**src/rtl/rsa_pkg.sv**
```systemverilog
// Shared definitions for the RSA exponentiation datapath: Montgomery
// multiplier FSM encoding and counter sizing helper.
package rsa_pkg;

  typedef enum logic [1:0] {
    IDLE = 2'd0,
    ITER = 2'd1,
    SUB  = 2'd2
  } mmm_state_t;

  // Iteration counter width; never narrower than one bit.
  function automatic int cnt_width(input int width);
    return (width <= 2) ? 1 : $clog2(width);
  endfunction

endpackage

```
**src/rtl/mmm_step.sv**
```systemverilog
// One radix-2 Montgomery iteration: acc' = (acc + a_i*B + q*N) / 2,
// with q chosen so the sum is even. Purely combinational.
module mmm_step
  import rsa_pkg::*;
#(
  parameter int WIDTH = 4
) (
  input  logic [WIDTH+1:0] acc,
  input  logic             a_i,
  input  logic [WIDTH-1:0] B,
  input  logic [WIDTH-1:0] N,
  output logic [WIDTH+1:0] acc_next
);

  logic [WIDTH+1:0] s;
  logic [WIDTH+1:0] t;

  // Two guard bits keep acc + B + N (< 4N) from overflowing.
  assign s        = acc + (a_i ? {2'b00, B} : '0);
  assign t        = s + (s[0] ? {2'b00, N} : '0);
  assign acc_next = t >> 1;

endmodule

```
**src/rtl/mmm_radix2.sv**
```systemverilog
// Bit-serial radix-2 Montgomery multiplier: result = A*B*2^-WIDTH mod N,
// WIDTH iteration cycles followed by one final-subtraction cycle.
module mmm_radix2
  import rsa_pkg::*;
#(
  parameter int WIDTH = 4
) (
  input  logic             clk,
  input  logic             rstb,
  input  logic             ena,
  input  logic             clear,
  input  logic             start,
  input  logic [WIDTH-1:0] A,
  input  logic [WIDTH-1:0] B,
  input  logic [WIDTH-1:0] N,
  output logic             busy,
  output logic             done,
  output logic [WIDTH-1:0] result
);

  localparam int            CW       = cnt_width(WIDTH);
  localparam logic [CW-1:0] CNT_LAST = CW'(WIDTH - 1);

  mmm_state_t       state_reg, state_next;
  logic [WIDTH-1:0] a_reg, a_next;
  logic [WIDTH-1:0] b_reg, b_next;
  logic [WIDTH-1:0] n_reg, n_next;
  logic [WIDTH+1:0] acc_reg, acc_next;
  logic [CW-1:0]    cnt_reg, cnt_next;
  logic             done_reg, done_next;
  logic [WIDTH-1:0] result_reg, result_next;

  logic [WIDTH+1:0] acc_step;
  logic             acc_ge_n;
  logic [WIDTH-1:0] acc_minus_n;

  mmm_step #(
    .WIDTH(WIDTH)
  ) u_step (
    .acc      (acc_reg),
    .a_i      (a_reg[cnt_reg]),
    .B        (b_reg),
    .N        (n_reg),
    .acc_next (acc_step)
  );

  // acc < 2N after the last iteration, so one conditional subtract suffices.
  assign acc_ge_n    = acc_reg[WIDTH:0] >= {1'b0, n_reg};
  assign acc_minus_n = acc_reg[WIDTH-1:0] - n_reg;

  always_comb begin
    state_next  = state_reg;
    a_next      = a_reg;
    b_next      = b_reg;
    n_next      = n_reg;
    acc_next    = acc_reg;
    cnt_next    = cnt_reg;
    done_next   = done_reg;
    result_next = result_reg;

    if (!clear) begin
      state_next  = IDLE;
      done_next   = 1'b0;
      result_next = '0;
      acc_next    = '0;
      cnt_next    = '0;
    end else begin
      case (state_reg)
        IDLE: begin
          done_next = 1'b0;
          if (start) begin
            a_next     = A;
            b_next     = B;
            n_next     = N;
            acc_next   = '0;
            cnt_next   = '0;
            state_next = ITER;
          end
        end
        ITER: begin
          acc_next = acc_step;
          cnt_next = cnt_reg + CW'(1);
          if (cnt_reg == CNT_LAST) begin
            state_next = SUB;
          end
        end
        SUB: begin
          result_next = acc_ge_n ? acc_minus_n : acc_reg[WIDTH-1:0];
          done_next   = 1'b1;
          state_next  = IDLE;
        end
        default: begin
          state_next = IDLE;
        end
      endcase
    end
  end

  always_ff @(posedge clk or negedge rstb) begin
    if (!rstb) begin
      state_reg  <= IDLE;
      a_reg      <= '0;
      b_reg      <= '0;
      n_reg      <= '0;
      acc_reg    <= '0;
      cnt_reg    <= '0;
      done_reg   <= 1'b0;
      result_reg <= '0;
    end else if (ena) begin
      state_reg  <= state_next;
      a_reg      <= a_next;
      b_reg      <= b_next;
      n_reg      <= n_next;
      acc_reg    <= acc_next;
      cnt_reg    <= cnt_next;
      done_reg   <= done_next;
      result_reg <= result_next;
    end
  end

  assign busy   = (state_reg != IDLE);
  assign done   = done_reg;
  assign result = result_reg;

endmodule

```
**config.mk**
```make
export PLATFORM = sky130hd
export DESIGN_NAME = mmm_radix2
export DESIGN_NICKNAME = d
export VERILOG_FILES = /design/src/rtl/rsa_pkg.sv /design/src/rtl/mmm_step.sv /design/src/rtl/mmm_radix2.sv
export SDC_FILE = /design/constraint.sdc
export NUM_CORES = 1
export LEC_CHECK = 0
export ABC_AREA = 1
export CORE_MARGIN = 5
export CORE_UTILIZATION = 55
export CTS_CLUSTER_DIAMETER = 30
export CTS_CLUSTER_SIZE = 16
export DETAILED_ROUTE_END_ITERATION = 8
export PLACE_DENSITY_LB_ADDON = 0.25
export SLEW_MARGIN = 20
export SYNTH_ARGS = -nofsm -noshare
export SYNTH_HDL_FRONTEND = slang
export SYNTH_SLANG_ARGS = --single-unit
```
**constraint.sdc**
```tcl
create_clock -name clk -period 3.7 [get_ports clk]
set_clock_uncertainty 0.15 [all_clocks]
set_input_delay 0.555 -clock clk [delete_from_list [all_inputs] [get_ports clk]]
set_output_delay 0.555 -clock clk [all_outputs]
set_load 0.01 [all_outputs]
```
==> results of run 1 <==
-- routing by layer --
layer | global-route usage [%] | up-vias
met3 | 2.38 | 5
met4 | 6.85 | 0
met1 | 21.9 | 614
met2 | 28.4 | 26
met5 | 0 | -
li1 | - | 734
-- worst min-delay path, stage by stage (launching register included) --
cell and delay [ns]:
dfrtp_1 0.37, nand2_1 0.05, nand2_1 0.05
-- final timing paths --
kind                                 start         end  slack [ns]  cells after the start
min in group asynchronous             rstb        done        0.42                      2
max in group asynchronous             rstb    b_reg[3]        2.73                      2
worst min register to register   result[3]   result[3]        0.34                      2
worst max register to register  cnt_reg[0]  acc_reg[2]        0.82                     13
worst min-delay path             result[3]   result[3]        0.34                      2
worst max-delay path            cnt_reg[0]  acc_reg[2]        0.82                     13
-- per-stage QoR --
stage,cells,hold WS (ns),power [mW],setup slack [ns]
CTS,284,0.350,1.08,0.810
finish,284,0.343,1.08,0.816
detailed placement,280,0.315,0.932,0.841
floorplan,215,0.109,0.807,0.985
global route,284,0.369,1.18,0.564
global placement,280,0.312,0.917,0.912
-- power by group through the flow --
stage                     Clock [mW]  Combinational (mW)  Sequential (mW)
after CTS                      0.150               0.566            0.364
after floorplan                    0               0.447            0.360
after detailed placement           0               0.562            0.370
after global placement             0               0.548            0.368
after global routing           0.161               0.653            0.370
final                          0.148               0.563            0.364
-- cells by family (layout without fill, tap and decap cells) --
family,Yosys count,after routing
buffers and inverters,39,64
AO/OA/AOI/OAI,37,37
AND/OR/NAND/NOR,94,94
XOR/XNOR,4,4
adder cells (fa/ha/maj),15,15
flip-flops,26,26
-- placed cells by master (no fill, tap or decap) --
cell,n
clkbuf_8,1
o21bai_1,3
clkbuf_4,3
o21ai_2,3
nor2_4,1
nor2_2,5
o21ai_0,7
nand3_1,13
fa_1,3
nor2_1,13
nand3_2,1
o32ai_2,1
nand2_1,54
nor3_2,1
clkdlybuf4s50_1,22
or2_2,1
inv_2,3
o22ai_1,1
nand3b_4,1
xor2_1,3
nand3b_1,1
clkinv_2,1
dfrtp_1,26
ha_1,12
buf_4,1
a21oi_1,9
o21ai_1,4
a21oi_2,9
inv_1,33
or2_1,1
nor3_4,1
xnor2_1,1
nand2_2,1
-- area by class of cell --
type	instances	area, sq um
clock buffers	4	36.3
fillers	284	1010
inverters	37	140
multi-input cells	150	937
flip-flops and latches	26	651
well taps	44	55.1
repair buffers	23	228
==> results_dict.tcl, run 1 <==
set metrics [dict create \
    wl_met1_um 1520 \
    num_io_pins 23 \
    seq_power_share_pct 33.9 \
    relSlewSlack_pct 75.7 \
    rsz0062_at_grt "no" \
    drive_gt1_share_pct 14.2 \
    hold_viol 0 \
    ant_nets 0 \
    clkPwrFrac_pct 13.7 \
    antenna_cells 0 \
    period_needed_ns 2.88 \
    power_switching_mw 0.444 \
    synth_edf_count 0 \
    clock_latency_ns 0.33 \
    crit_family "adder cells" \
    design_area_sq_mm 0.00205 \
    synthMuxAreaShare_pct 0 \
    cts_buffer_depth 2 \
    synth_common_cells "nand2_1 (54), inv_1 (33), dfrtp_1 (26)" \
    chipWidth_um 66.4 \
    yosysMostFrequentCell "nand2_1" \
    fmax_mhz 347 \
    die-area_sq_mm 0.00441 \
    yosysSeqAreaShare_pct 37.2 \
    power_leakage_nw 1.09 \
    yosysUniqueCellTypes 30 \
    final_core_util_pct 67.0 \
    wl_met3_um 148 \
    antenna_found_initial 0 \
    syn2layout_area_growth_pct 16.9 \
    grt_start_max_net_pins 27 \
    viasPerCell 4.86 \
    htree_levels 1 \
    grt_pass1_vias 1304 \
    synth_xor_area_share_pct 2.00 \
    dp_hpwl_um 2590 \
    synthArstFlopShare_pct 100 \
    cts.sinks 26 \
    largest_reg_flops 5 \
    arrival_ns 2.96 \
    critPathSlowestCell "dfrtp_1" \
    synth_top_family_by_area "simple AND/OR/NAND/NOR gates" \
    dr.max_layer_used "met4" \
    synth_area_leader_cell "dfrtp_1" \
    hold_class "flop to flop" \
    start_util_pct 57.3 \
    fin_nets 273 \
    syn_area_per_cell_sq_um 8.14 \
    route.vias.total 1379 \
    dr_wl_met2_um 1520 \
    synth-simple-area-share_pct 25.2 \
    rows 20 \
    start_kind "flop" \
    synth_adder_area_share_pct 12.0 \
    critPathMaxStageDelay_ns 0.46 \
    synthCells 215 \
    die_h_um 66.4 \
    cp_cell_sequence "a21oi_1 -> o21ai_0 -> nand2_1 -> nor2_1 -> ha_1 -> fa_1 -> xor2_1 -> ha_1 -> a21oi_1 -> nand2_1 -> or2_2 -> nand3_1 -> o21ai_0" \
    yosys_warnings 0 \
    clk_transition_reported_paths_ns 0.15 \
    switching_share_pct 41.3 \
    dr.first_iter.drc_count 66 \
    drv_cap 0 \
    first_pass_iters 4 \
    setup_tns_ns 0 \
    cts_tree "done" \
    grt_overflow 0 \
    cts_setup_buffers 0 \
    end_kind "flop" \
    status "finished, final reports clean" \
    gp_congestion 0.876 \
    synth-compound-area-share_pct 14.3 \
    pwr-share-comb_pct 52.4 \
    ys.flop_type "dfrtp_1" \
    grt_pass1_wl_um 5690 \
    min_period_over_period_pct 78.0 \
    syn-num-nets 247 \
    crit_type "flop to flop" \
    hold_buffers 0 \
    synth_top_area_share_pct 37.2 \
    cts_resized 0 \
    grt_usage_pct 17.0 \
    slew_viol_final 0 \
    setup_viol 0 \
    core-area_sq_mm 0.00305 \
    place_area_sq_mm 0.00201 \
    io_buffers 22 \
    ys_seq_elements 26 \
    intPower_mw 0.631 \
    ir_drop_mv 0.266 \
    critPathRequiredTime_ns 3.78 \
    tightest_slew_ns 0.365 \
    cp.buffers_inverters 0 \
    cts_buffers 3 \
    synth_area_sq_mm 0.00175 \
    routed_wl_um 3240 \
    power_density_mw_per_mm2 525 \
    drc 0 \
    cp_max_fo 7 \
    root_buffer "clkbuf_4" \
    synthTopCellsByArea "dfrtp_1 (37%), nand2_1 (12%), ha_1 (8.6%), inv_1 (7.1%), a21oi_2 (4.5%)" \
    wl_per_cell_um 11.4 \
]
Note: power is estimated with default switching activity, not from simulation.
==> run 2: changes to the inputs <==
==> constraint.sdc (replaced) <==
create_clock -name clk -period 2.7 [get_ports clk]
set_clock_uncertainty 0.15 [all_clocks]
set_input_delay 0.405 -clock clk [delete_from_list [all_inputs] [get_ports clk]]
set_output_delay 0.405 -clock clk [all_outputs]
set_load 0.01 [all_outputs]
==> run 2 against run 1 <==
- the flow now finishes with violations (negative setup slack)
- largest cell class unchanged
- design area grew 4.3%
- global-route usage up 0.33 points
- sequential share of layout area shrank 1.3 points
==> results_dict.tcl, run 2 (same netlist as run 1, synthesis figures left out) <==
set metrics [dict create \
    largest_reg_flops 5 \
    ir_drop_mv 0.423 \
    die_h_um 66.4 \
    cp_max_fo 5 \
    final_common_cell "nand2_1" \
    root_buffer "clkbuf_4" \
    grt_overflow 0 \
    die-area_sq_mm 0.00441 \
    cts.sinks 26 \
    grt_usage_pct 17.3 \
    num_io_pins 23 \
    dr.first_iter.drc_count 61 \
    final_cells 291 \
    busiest_layer "met2" \
    violations "negative setup slack" \
    place_area_sq_mm 0.00206 \
    whs_ns 0.279 \
    relSlewSlack_pct 75.7 \
    antenna_cells 0 \
    viasPerCell 4.91 \
    core-area_sq_mm 0.00305 \
    met1_usage_pct 20.0 \
    hold_class "primary input to async pin" \
    period_needed_ns 2.78 \
    hold_buffers 0 \
    setup_viol 3 \
    cts_buffer_depth 2 \
    hold_viol 0 \
    rsz0062_at_grt "yes" \
    htree_levels 1 \
    tightest_slew_ns 0.364 \
    final_cell_mix "nand2_1 (51), inv_1 (32), dfrtp_1 (26)" \
    route.vias.total 1428 \
    min_period_over_period_pct 103 \
    drv_cap 0 \
    design_area_sq_mm 0.00214 \
    fin_ws_ns -0.0810 \
    first_pass_iters 4 \
    regArea_sq_um 651 \
    routed_wl_um 3420 \
    cts_tree "done" \
    grt_util_met2_pct 32.2 \
    dp_hpwl_um 2570 \
    drive_gt1_share_pct 21.1 \
    chipWidth_um 66.4 \
    drc 0 \
    power_leakage_nw 1.12 \
    start_util_pct 57.3 \
    start_kind "flop" \
    ant_nets 0 \
    setup_tns_ns -0.158 \
    cts_buffers 3 \
    rows 20 \
    critPathRequiredTime_ns 2.78 \
    power_density_mw_per_mm2 779 \
    clk_transition_reported_paths_ns 0.14 \
    wl_per_cell_um 11.7 \
    fmax_mhz 360 \
    grt_pass1_vias 1378 \
    grt_pass1_wl_um 5800 \
    syn2layout_area_growth_pct 22.0 \
    crit_type "flop to flop" \
    clock_latency_ns 0.33 \
    slew_viol_final 0 \
    multi_input_area_sq_um 980 \
    fillers 251 \
    gp_congestion 0.853 \
    use_met3_pct 2.38 \
    status "finished with violations" \
    arrival_ns 2.86 \
    io_buffers 22 \
    fin_nets 281 \
    end_kind "flop" \
    dp_cells 286 \
    antenna_found_initial 0 \
    grt_start_max_net_pins 27 \
]
[run 2: changes by cell type in the layout (fill, tap and decap cells not counted), sizes merged]
| cell | delta |
|---|---|
| buf | +8 |
| clkbuf | -1 |
[run 2: worst paths after layout]
path | startpoint | to | slack (ns) | cells after the start
min in group clk | result[1] | result[1] | 0.34 | 2
hold reg to reg | result[1] | result[1] | 0.34 | 2
max in group asynchronous | rstb | state_reg[0] | 1.87 | 2
setup / recovery | cnt_reg[0] | acc_reg[2] | -0.08 | 15
hold / removal | rstb | n_reg[1] | 0.28 | 2
setup reg to reg | cnt_reg[0] | acc_reg[2] | -0.08 | 15
[run 2: critical path: stages (launching register included)]
cell and delay (ns):
dfrtp_1 0.44, a21oi_1 0.16, o21ai_1 0.08, nand2_1 0.10
nor2_1 0.06, ha_2 0.18, fa_2 0.35, xor2_1 0.17
ha_1 0.35, nand2_1 0.08, inv_1 0.05, nand2_1 0.08
nand2_2 0.07, or2_4 0.25, nand3_2 0.05, o21ai_1 0.06
[run 2: where the power goes]
part,leakage (nW),internal [mW],switching (mW)
Sequential,0.327,0.452,0.0481
Combinational,0.778,0.470,0.528
Clock,0.0138,0.0524,0.114
[run 2: routing by layer]
layer / up-vias / wire length, um
li1: 750 / -
met2: 26 / 1700
met5: - / 0
met3: 5 / 127
met4: 0 / 53
met1: 647 / 1540
[run 2: cell type report]
class | instances | share of cell area [%]
tap | 44 | 2.58
sequential | 26 | 30.5
timing repair buffer | 31 | 13.5
multi-input combinational | 150 | 45.9
inverter | 37 | 6.56
clock buffer | 3 | 1.05
[run 2: repair_timing]
action                                  CTS  global route
buffers inserted                          2             0
endpoints found under the setup margin    4             5
pin swaps                                 9            10
gates resized for setup                   8             7
[run 2: stage by stage]
step	total power [mW]	util (%)	setup slack, ns
5_1_grt	1.82	70.0	-0.307
4_1_cts	1.57	69.1	-0.0613
3_5_place_dp	1.34	67.4	-0.0662
3_3_place_gp	1.32	67.4	-0.00121
2_1_floorplan	1.11	-	0.0130
6_report	1.66	70.0	-0.0810
